### src/rtl/spi_ram_ctrl.sv
// Command sequencer between an SPI slave's parallel frame interface and a
// single-port synchronous RAM: address loads, burst writes/reads, read-data return.
module spi_ram_ctrl #(
  parameter int ADDR_SIZE = 8,
  parameter int MEM_DEPTH = 256,
  parameter int TX_CYCLES = 9
) (
  input  logic                 clk,
  input  logic                 rst,
  input  logic [9:0]           rx_data,
  input  logic                 rx_valid,
  output logic [7:0]           tx_data,
  output logic                 tx_valid,
  output logic [ADDR_SIZE-1:0] mem_addr,
  output logic [7:0]           mem_wdata,
  output logic                 mem_we,
  output logic                 mem_re,
  input  logic [7:0]           mem_rdata,
  output logic                 seq_err
);

  localparam int CNT_W = $clog2(TX_CYCLES + 1);

  typedef enum logic [2:0] {
    S_IDLE,
    S_WR_MEM,
    S_RD_MEM,
    S_RD_WAIT,
    S_TX_HOLD
  } state_e;

  state_e               state_q;
  logic                 rx_valid_prev_q;
  logic [ADDR_SIZE-1:0] wr_ptr_q, rd_ptr_q;
  logic                 wr_ok_q, rd_ok_q;
  logic [CNT_W-1:0]     hold_cnt_q;
  logic [7:0]           tx_data_q;
  logic                 tx_valid_q;
  logic [ADDR_SIZE-1:0] mem_addr_q;
  logic [7:0]           mem_wdata_q;
  logic                 mem_we_q, mem_re_q;
  logic                 seq_err_q;

  logic                 new_frame;
  logic [1:0]           opcode;
  logic [7:0]           payload;
  logic                 payload_in_range;
  logic [ADDR_SIZE-1:0] payload_addr;

  // A frame is the rising edge of rx_valid; a held level never re-triggers.
  assign new_frame        = rx_valid & ~rx_valid_prev_q;
  assign opcode           = rx_data[9:8];
  assign payload          = rx_data[7:0];
  assign payload_in_range = {24'd0, payload} < 32'(MEM_DEPTH);
  assign payload_addr     = ADDR_SIZE'(payload);

  function automatic logic [ADDR_SIZE-1:0] ptr_inc(input logic [ADDR_SIZE-1:0] p);
    return (p == ADDR_SIZE'(MEM_DEPTH - 1)) ? '0 : p + ADDR_SIZE'(1);
  endfunction

  // NOTE: sequential state uses non-blocking assignments only, so every
  // branch below reads the pre-edge value of every register.
  always_ff @(posedge clk) begin
    if (rst) begin
      state_q         <= S_IDLE;
      rx_valid_prev_q <= 1'b0;
      wr_ptr_q        <= '0;
      rd_ptr_q        <= '0;
      wr_ok_q         <= 1'b0;
      rd_ok_q         <= 1'b0;
      hold_cnt_q      <= '0;
      tx_data_q       <= '0;
      tx_valid_q      <= 1'b0;
      mem_addr_q      <= '0;
      mem_wdata_q     <= '0;
      mem_we_q        <= 1'b0;
      mem_re_q        <= 1'b0;
      seq_err_q       <= 1'b0;
    end else begin
      rx_valid_prev_q <= rx_valid;
      seq_err_q       <= 1'b0;
      case (state_q)
        S_IDLE: begin
          if (new_frame) begin
            case (opcode)
              2'b00: begin
                if (payload_in_range) begin
                  wr_ptr_q <= payload_addr;
                  wr_ok_q  <= 1'b1;
                end else begin
                  seq_err_q <= 1'b1;
                end
              end
              2'b01: begin
                if (wr_ok_q) begin
                  state_q     <= S_WR_MEM;
                  mem_we_q    <= 1'b1;
                  mem_addr_q  <= wr_ptr_q;
                  mem_wdata_q <= payload;
                end else begin
                  seq_err_q <= 1'b1;
                end
              end
              2'b10: begin
                if (payload_in_range) begin
                  rd_ptr_q <= payload_addr;
                  rd_ok_q  <= 1'b1;
                end else begin
                  seq_err_q <= 1'b1;
                end
              end
              2'b11: begin
                if (rd_ok_q) begin
                  state_q    <= S_RD_MEM;
                  mem_re_q   <= 1'b1;
                  mem_addr_q <= rd_ptr_q;
                end else begin
                  seq_err_q <= 1'b1;
                end
              end
            endcase
          end
        end
        S_WR_MEM: begin
          mem_we_q <= 1'b0;
          wr_ptr_q <= ptr_inc(wr_ptr_q);
          state_q  <= S_IDLE;
        end
        S_RD_MEM: begin
          mem_re_q <= 1'b0;
          state_q  <= S_RD_WAIT;
        end
        S_RD_WAIT: begin
          tx_data_q  <= mem_rdata;
          tx_valid_q <= 1'b1;
          rd_ptr_q   <= ptr_inc(rd_ptr_q);
          hold_cnt_q <= CNT_W'(TX_CYCLES - 1);
          state_q    <= S_TX_HOLD;
        end
        S_TX_HOLD: begin
          // The rising cycle counts as the first of the TX_CYCLES held cycles.
          if (hold_cnt_q == '0) begin
            tx_valid_q <= 1'b0;
            state_q    <= S_IDLE;
          end else begin
            hold_cnt_q <= hold_cnt_q - CNT_W'(1);
          end
        end
        default: state_q <= S_IDLE;
      endcase
      if (new_frame && (state_q != S_IDLE)) seq_err_q <= 1'b1;
    end
  end

  assign tx_data   = tx_data_q;
  assign tx_valid  = tx_valid_q;
  assign mem_addr  = mem_addr_q;
  assign mem_wdata = mem_wdata_q;
  assign mem_we    = mem_we_q;
  assign mem_re    = mem_re_q;
  assign seq_err   = seq_err_q;

endmodule

### config.mk
export PLATFORM = sky130hd
export DESIGN_NAME = spi_ram_ctrl
export DESIGN_NICKNAME = d
export VERILOG_FILES = /design/src/rtl/spi_ram_ctrl.sv
export SDC_FILE = /design/constraint.sdc
export NUM_CORES = 1
export LEC_CHECK = 0
export CORE_MARGIN = 2
export CORE_UTILIZATION = 50
export CTS_CLUSTER_SIZE = 28
export DETAILED_ROUTE_END_ITERATION = 10
export PLACE_DENSITY = 0.86
export SLEW_MARGIN = 30
export SYNTH_ARGS = -nofsm -noshare
export SYNTH_HDL_FRONTEND = slang
export SYNTH_SLANG_ARGS = --single-unit
### constraint.sdc
create_clock -name clk -period 2.3 [get_ports clk]
set_input_delay 0.23 -clock clk [delete_from_list [all_inputs] [get_ports clk]]
set_output_delay 0.23 -clock clk [all_outputs]
set_load 0.1 [all_outputs]
==> flow_summary.ini, run 1 <==
[placement]
hpwl_um = 4320
gp_congestion = 0.947
place_inst = 404
port_buffers = 48
post_dp_cell_area_mm2 = 0.00300

[clocking]
cts_resized = 0
path_clk_slew_ps = 90
clockBufferDepth = 2
cts_tree = yes
cts_hold_buf = 0
root_buffer = clkbuf_8
cts_setup_buffers = 0
clkSinkCount = 54
cts-buffers-inserted = 5
clkLatencyLatePin_ps = 310
htree_levels = 2

[power_and_ir_drop]
ir_drop_mv = 0.296
finalPower_uw = 1690
power.leakage_uw = 0.00114
p_per_area_mw_per_mm2 = 547

[synth]
synth_seq_area_share_pct = 42.3
synth_cell_types = 50
synthCells = 301
synthTopCellsByCount = 54 x dfxtp_1, 39 x nor2_1, 35 x nand2_1, 26 x a21oi_1, 15 x clkbuf_1
ys.flop_type = dfxtp_1
synth_top_area_cell = dfxtp_1
async_reset_ff_share_pct = 0
synth_top_area_share_pct = 42.3
avgSynthCellArea_um2 = 8.49
ys_ff_latch = 54
synth_warnings = 0
synth_area_mm2 = 0.00255
syn_nets = 326
synth_most_common_cell = dfxtp_1
ys_top_cells_by_area = dfxtp_1 42%, nor2_1 5.7%, nand2_1 5.1%, a21oi_1 5.1%, mux2i_1 4.7%
synth_edf_count = 0

[route]
drc = 0
firstDrtPassIters = 4
routed_via_density = 5.58
vias = 2297
drt_iter0_drc = 242
ant_nets = 0
wl_per_cell_um = 14.5
routed_wl_um = 5970

[layout]
diodes = 0
fin_nets = 366
utilization_pct = 61.7
drive_gt1_share_pct = 16.1
final_area_mm2 = 0.00309
fin_cells = 412
syn2layout_area_growth_pct = 21.0

[timing]
drv_slew = 0
fmax_mhz = 509
grt_setup_unrepaired = false
setup_viol = 0
max_slew_margin_pct = 69.3
finalSetupTns_ps = 0
tightest_slew_ps = 461
min_period_ps = 1960
clock_skew_ps = 3.57
final_hold_viol_count = 0
post-route-period-util_pct = 85.4

[die]
die_area_mm2 = 0.00570
core_area_mm2 = 0.00501
rows = 26
pin_count = 49
initial_core_util_pct = 51.0
die_h_um = 75.5
die_x_um = 75.5

[job]
cap_violations = 0

[critical_path]
max_stage_delay_ps = 520
rr_worst_depth = 5
cp-end-kind = flip-flop
crit_path_max_fanout = 11
cp.required_ps = 2490
critPathLaunchType = flip-flop
worstSetupPathType = reg2reg
slowest_stage = or3_1
arrival_ps = 2160
crit_chain = or3_1 -> nor4_2 -> buf_4 -> mux2i_1 -> a211oi_1

[global_route]
grt_start_max_net_pins = 24
grt_util_all_layers_pct = 22.3
antenna_found_initial = 0
grt_pass1_vias = 2065
gr-total-overflow = 0
grt_pass1_wl_um = 9800

[hold_path]
hold_path.class = in2reg
min_delay_path_depth = 2

[outcome]
status = complete, no violations
critical path, delay by kind of cell (launching register included):
family	cells	cell delay, ps
simple gates	2	900
flops	1	410
buf+inv	1	260
mux	1	200
compound gates	1	80
through the flow:
step                      worst slack [ps]  hold WS [ps]
after floorplan                        473           358
after global placement                 370           442
after detailed placement               243           453
after CTS                              355           329
after global routing                   261           348
final                                  335           346
report_power, final:
| part | leakage [µW] | switching (µW) | internal [µW] |
|---|---|---|---|
| registers | 0.000437 | 18.2 | 951 |
| clock network | 0.0000472 | 311 | 243 |
| logic | 0.000660 | 101 | 67.6 |
| total | 0.00114 | 430 | 1260 |
layout make-up:
cell class | count | area, µm²
clock buffer | 6 | 82.6
inverter | 5 | 18.8
tap | 70 | 87.6
timing repair buffer | 57 | 473
fill | 441 | 1920
multi-input combinational | 218 | 1340
clock inverter | 2 | 12.5
sequential | 54 | 1080
cells in the final DEF, fill, tap and decap left out, drive strengths merged, types with 6 or more instances in the layout:
cell / synthesis / layout
clkdlybuf4s50: 0 / 19
dfxtp: 54 / 54
buf: 9 / 38
clkbuf: 15 / 6
nor3b: 6 / 6
nand3: 14 / 14
a21oi: 26 / 26
nand2: 35 / 35
nor3: 9 / 9
mux2i: 12 / 12
a311oi: 11 / 11
nor2: 39 / 39
and3: 7 / 7
o21ai: 6 / 6
metal layers:
| metal | global-route usage [%] | part of all wire [%] | routed length (µm) |
|---|---|---|---|
| met1 | 30.5 | 47 | 2780 |
| met2 | 34.6 | 45 | 2690 |
| met3 | 5.29 | 7.0 | 420 |
| met4 | 7.80 | 1.3 | 80 |
| met5 | 0 | 0 | 0 |
logic make-up (layout without fill, tap and decap cells):
| logic type | Yosys count | count (layout) | share of synthesized area [%] |
|---|---|---|---|
| muxes | 13 | 13 | 5.14 |
| AOI/OAI and AO/OA | 66 | 66 | 18.1 |
| buffers and inverters | 29 | 70 | 5.44 |
| and+or+nand+nor | 133 | 133 | 26.4 |
| xor gates and xnor gates | 2 | 2 | 0.686 |
| adders and majority gates | 4 | 4 | 1.96 |
| DFF | 54 | 54 | 42.3 |
worst paths after layout:
check	endpoint	slack [ps]	startpoint
worst min register to register	tx_data[0]	470	tx_data[0]
worst max-delay path	wr_ptr_q[1]	340	state_q[0]
worst min-delay path	mem_wdata[6]	350	rst
worst max register to register	wr_ptr_q[1]	340	state_q[0]
flip-flops by register name (all words and copies together) (netlist names), 3 cells and up:
register,flops
hold_cnt_q,4
mem_addr,8
mem_wdata,8
rd_ptr_q,8
state_q,3
tx_data,8
wr_ptr_q,8
(Power assumes the default switching activity.)
==> run 2, diff against run 1 <==
Settings changed: CORE_MARGIN 2 to not set, CTS_BUF_LIST set to sky130_fd_sc_hd__clkbuf_2, SKIP_LAST_GASP set to 1.
==> flow_summary.ini, run 2 (same netlist as run 1, synthesis figures left out) <==
[critical_path]
critical_path_buf_inv_count = 1
cp.required_ps = 2690
critPathLaunchType = flip-flop
cp-end-kind = flip-flop
slowest_stage = or3_1
crit_family = simple AND/OR/NAND/NOR gates
crit_chain = or3_1 -> nor4_2 -> buf_4 -> o22ai_1 -> a221o_1
crit_path_max_fanout = 12
max_stage_delay_ps = 550
worstSetupPathType = reg2reg
arrival_ps = 2410

[route]
drt_iter0_drc = 286
wl_per_cell_um = 14.9
routed_wl_um = 6090
vias = 2367
drc = 0
ant_nets = 0
firstDrtPassIters = 6
routed_via_density = 5.80

[global_route]
grt_pass1_vias = 2222
antenna_found_initial = 0
gr-total-overflow = 0
grt_start_max_net_pins = 24
grt_util_all_layers_pct = 24.5
grt_pass1_wl_um = 10200

[die]
initial_core_util_pct = 53.0
die_area_mm2 = 0.00540
rows = 25
die_h_um = 73.5
core_area_mm2 = 0.00482
pin_count = 49
die_x_um = 73.5

[timing]
max_slew_margin_pct = 65.1
final_hold_viol_count = 0
clock_skew_ps = 30.1
fmax_mhz = 495
min_period_ps = 2020
tightest_slew_ps = 522
setup_viol = 0
grt_setup_unrepaired = false
post-route-period-util_pct = 87.8
finalSetupTns_ps = 0
drv_slew = 0

[layout]
fillers = 463
fin_nets = 365
mostFrequentLayoutCells = 54 x dfxtp_1, 39 x nor2_1, 36 x buf_4, 35 x nand2_1, 26 x a21oi_1
fin_cells = 408
utilization_pct = 63.3
drive_gt1_share_pct = 15.8
syn2layout_area_growth_pct = 19.3
layout_commonest_cell = dfxtp_1
diodes = 0

[power_and_ir_drop]
ir_drop_mv = 0.354
power.leakage_uw = 0.00113
p_per_area_mw_per_mm2 = 535

[job]
cap_violations = 0

[placement]
place_inst = 400
gp_congestion = 0.906
port_buffers = 48
hpwl_um = 4370

[clocking]
cts_hold_buf = 0
clockBufferDepth = 2
clkLatencyLatePin_ps = 450
path_clk_slew_ps = 260
cts-buffers-inserted = 5
clkSinkCount = 54
cts_setup_buffers = 0
cts_resized = 0
root_buffer = clkbuf_2
htree_levels = 2
cts_tree = yes

[hold_path]
hold_path.class = in2reg

[outcome]
status = complete, no violations
## run 2: cell count changes in the layout (fill, tap and decap cells not counted), sizes merged
cell,change
bufinv,+1
buf,-1
clkinvlp,-1
clkinv,-1
clkbuf,+1
## run 2: where the power goes
part           internal [µW]  leakage, µW  total, µW  switching (µW)
clock network            193    0.0000432        487             294
registers                955     0.000437        974            18.7
logic                   67.6     0.000655        169             101
## run 2: per-layer routing
metal / part of all wire [%] / global-route usage (%) / up-vias
met1: 45 / 32.2 / 1121
met5: 0 / 0 / -
met4: 1.9 / 8.97 / 0
met2: 47 / 39.4 / 80
li1: - / - / 1156
met3: 6.0 / 5.21 / 10
## run 2: through the flow
stage	cell area (µm²)	worst slack, ps	power [µW]	hold WS [ps]
floorplan	2550	473	1090	358
global placement	2980	346	1150	442
detailed placement	2980	107	1160	447
CTS	3050	284	1630	132
global route	3050	144	1690	118
finish	3050	281	1630	146
## run 2: layout make-up
class,count,area [µm²],share of cell area [%]
tap,67,83.8,2.75
timing repair buffer,56,465,15.3
inverter,5,18.8,0.616
sequential,54,1080,35.5
clock inverter,1,30.0,0.985
clock buffer,7,35.0,1.15
multi-input combinational,218,1340,43.8
## run 2: worst paths after layout
| check | from | to | slack (ps) | cells after the start |
|---|---|---|---|---|
| max reg2reg | state_q[1] | wr_ptr_q[5] | 280 | 5 |
| min | rst | wr_ok_q | 150 | 2 |
| min reg2reg | tx_data[3] | tx_data[3] | 470 | 2 |
| max | state_q[1] | wr_ptr_q[5] | 280 | 5 |
## run 2: worst register-to-register path: stages (launching register included)
cell	delay, ps
dfxtp_1	480
or3_1	550
nor4_2	260
buf_4	230
o22ai_1	90
a221o_1	340
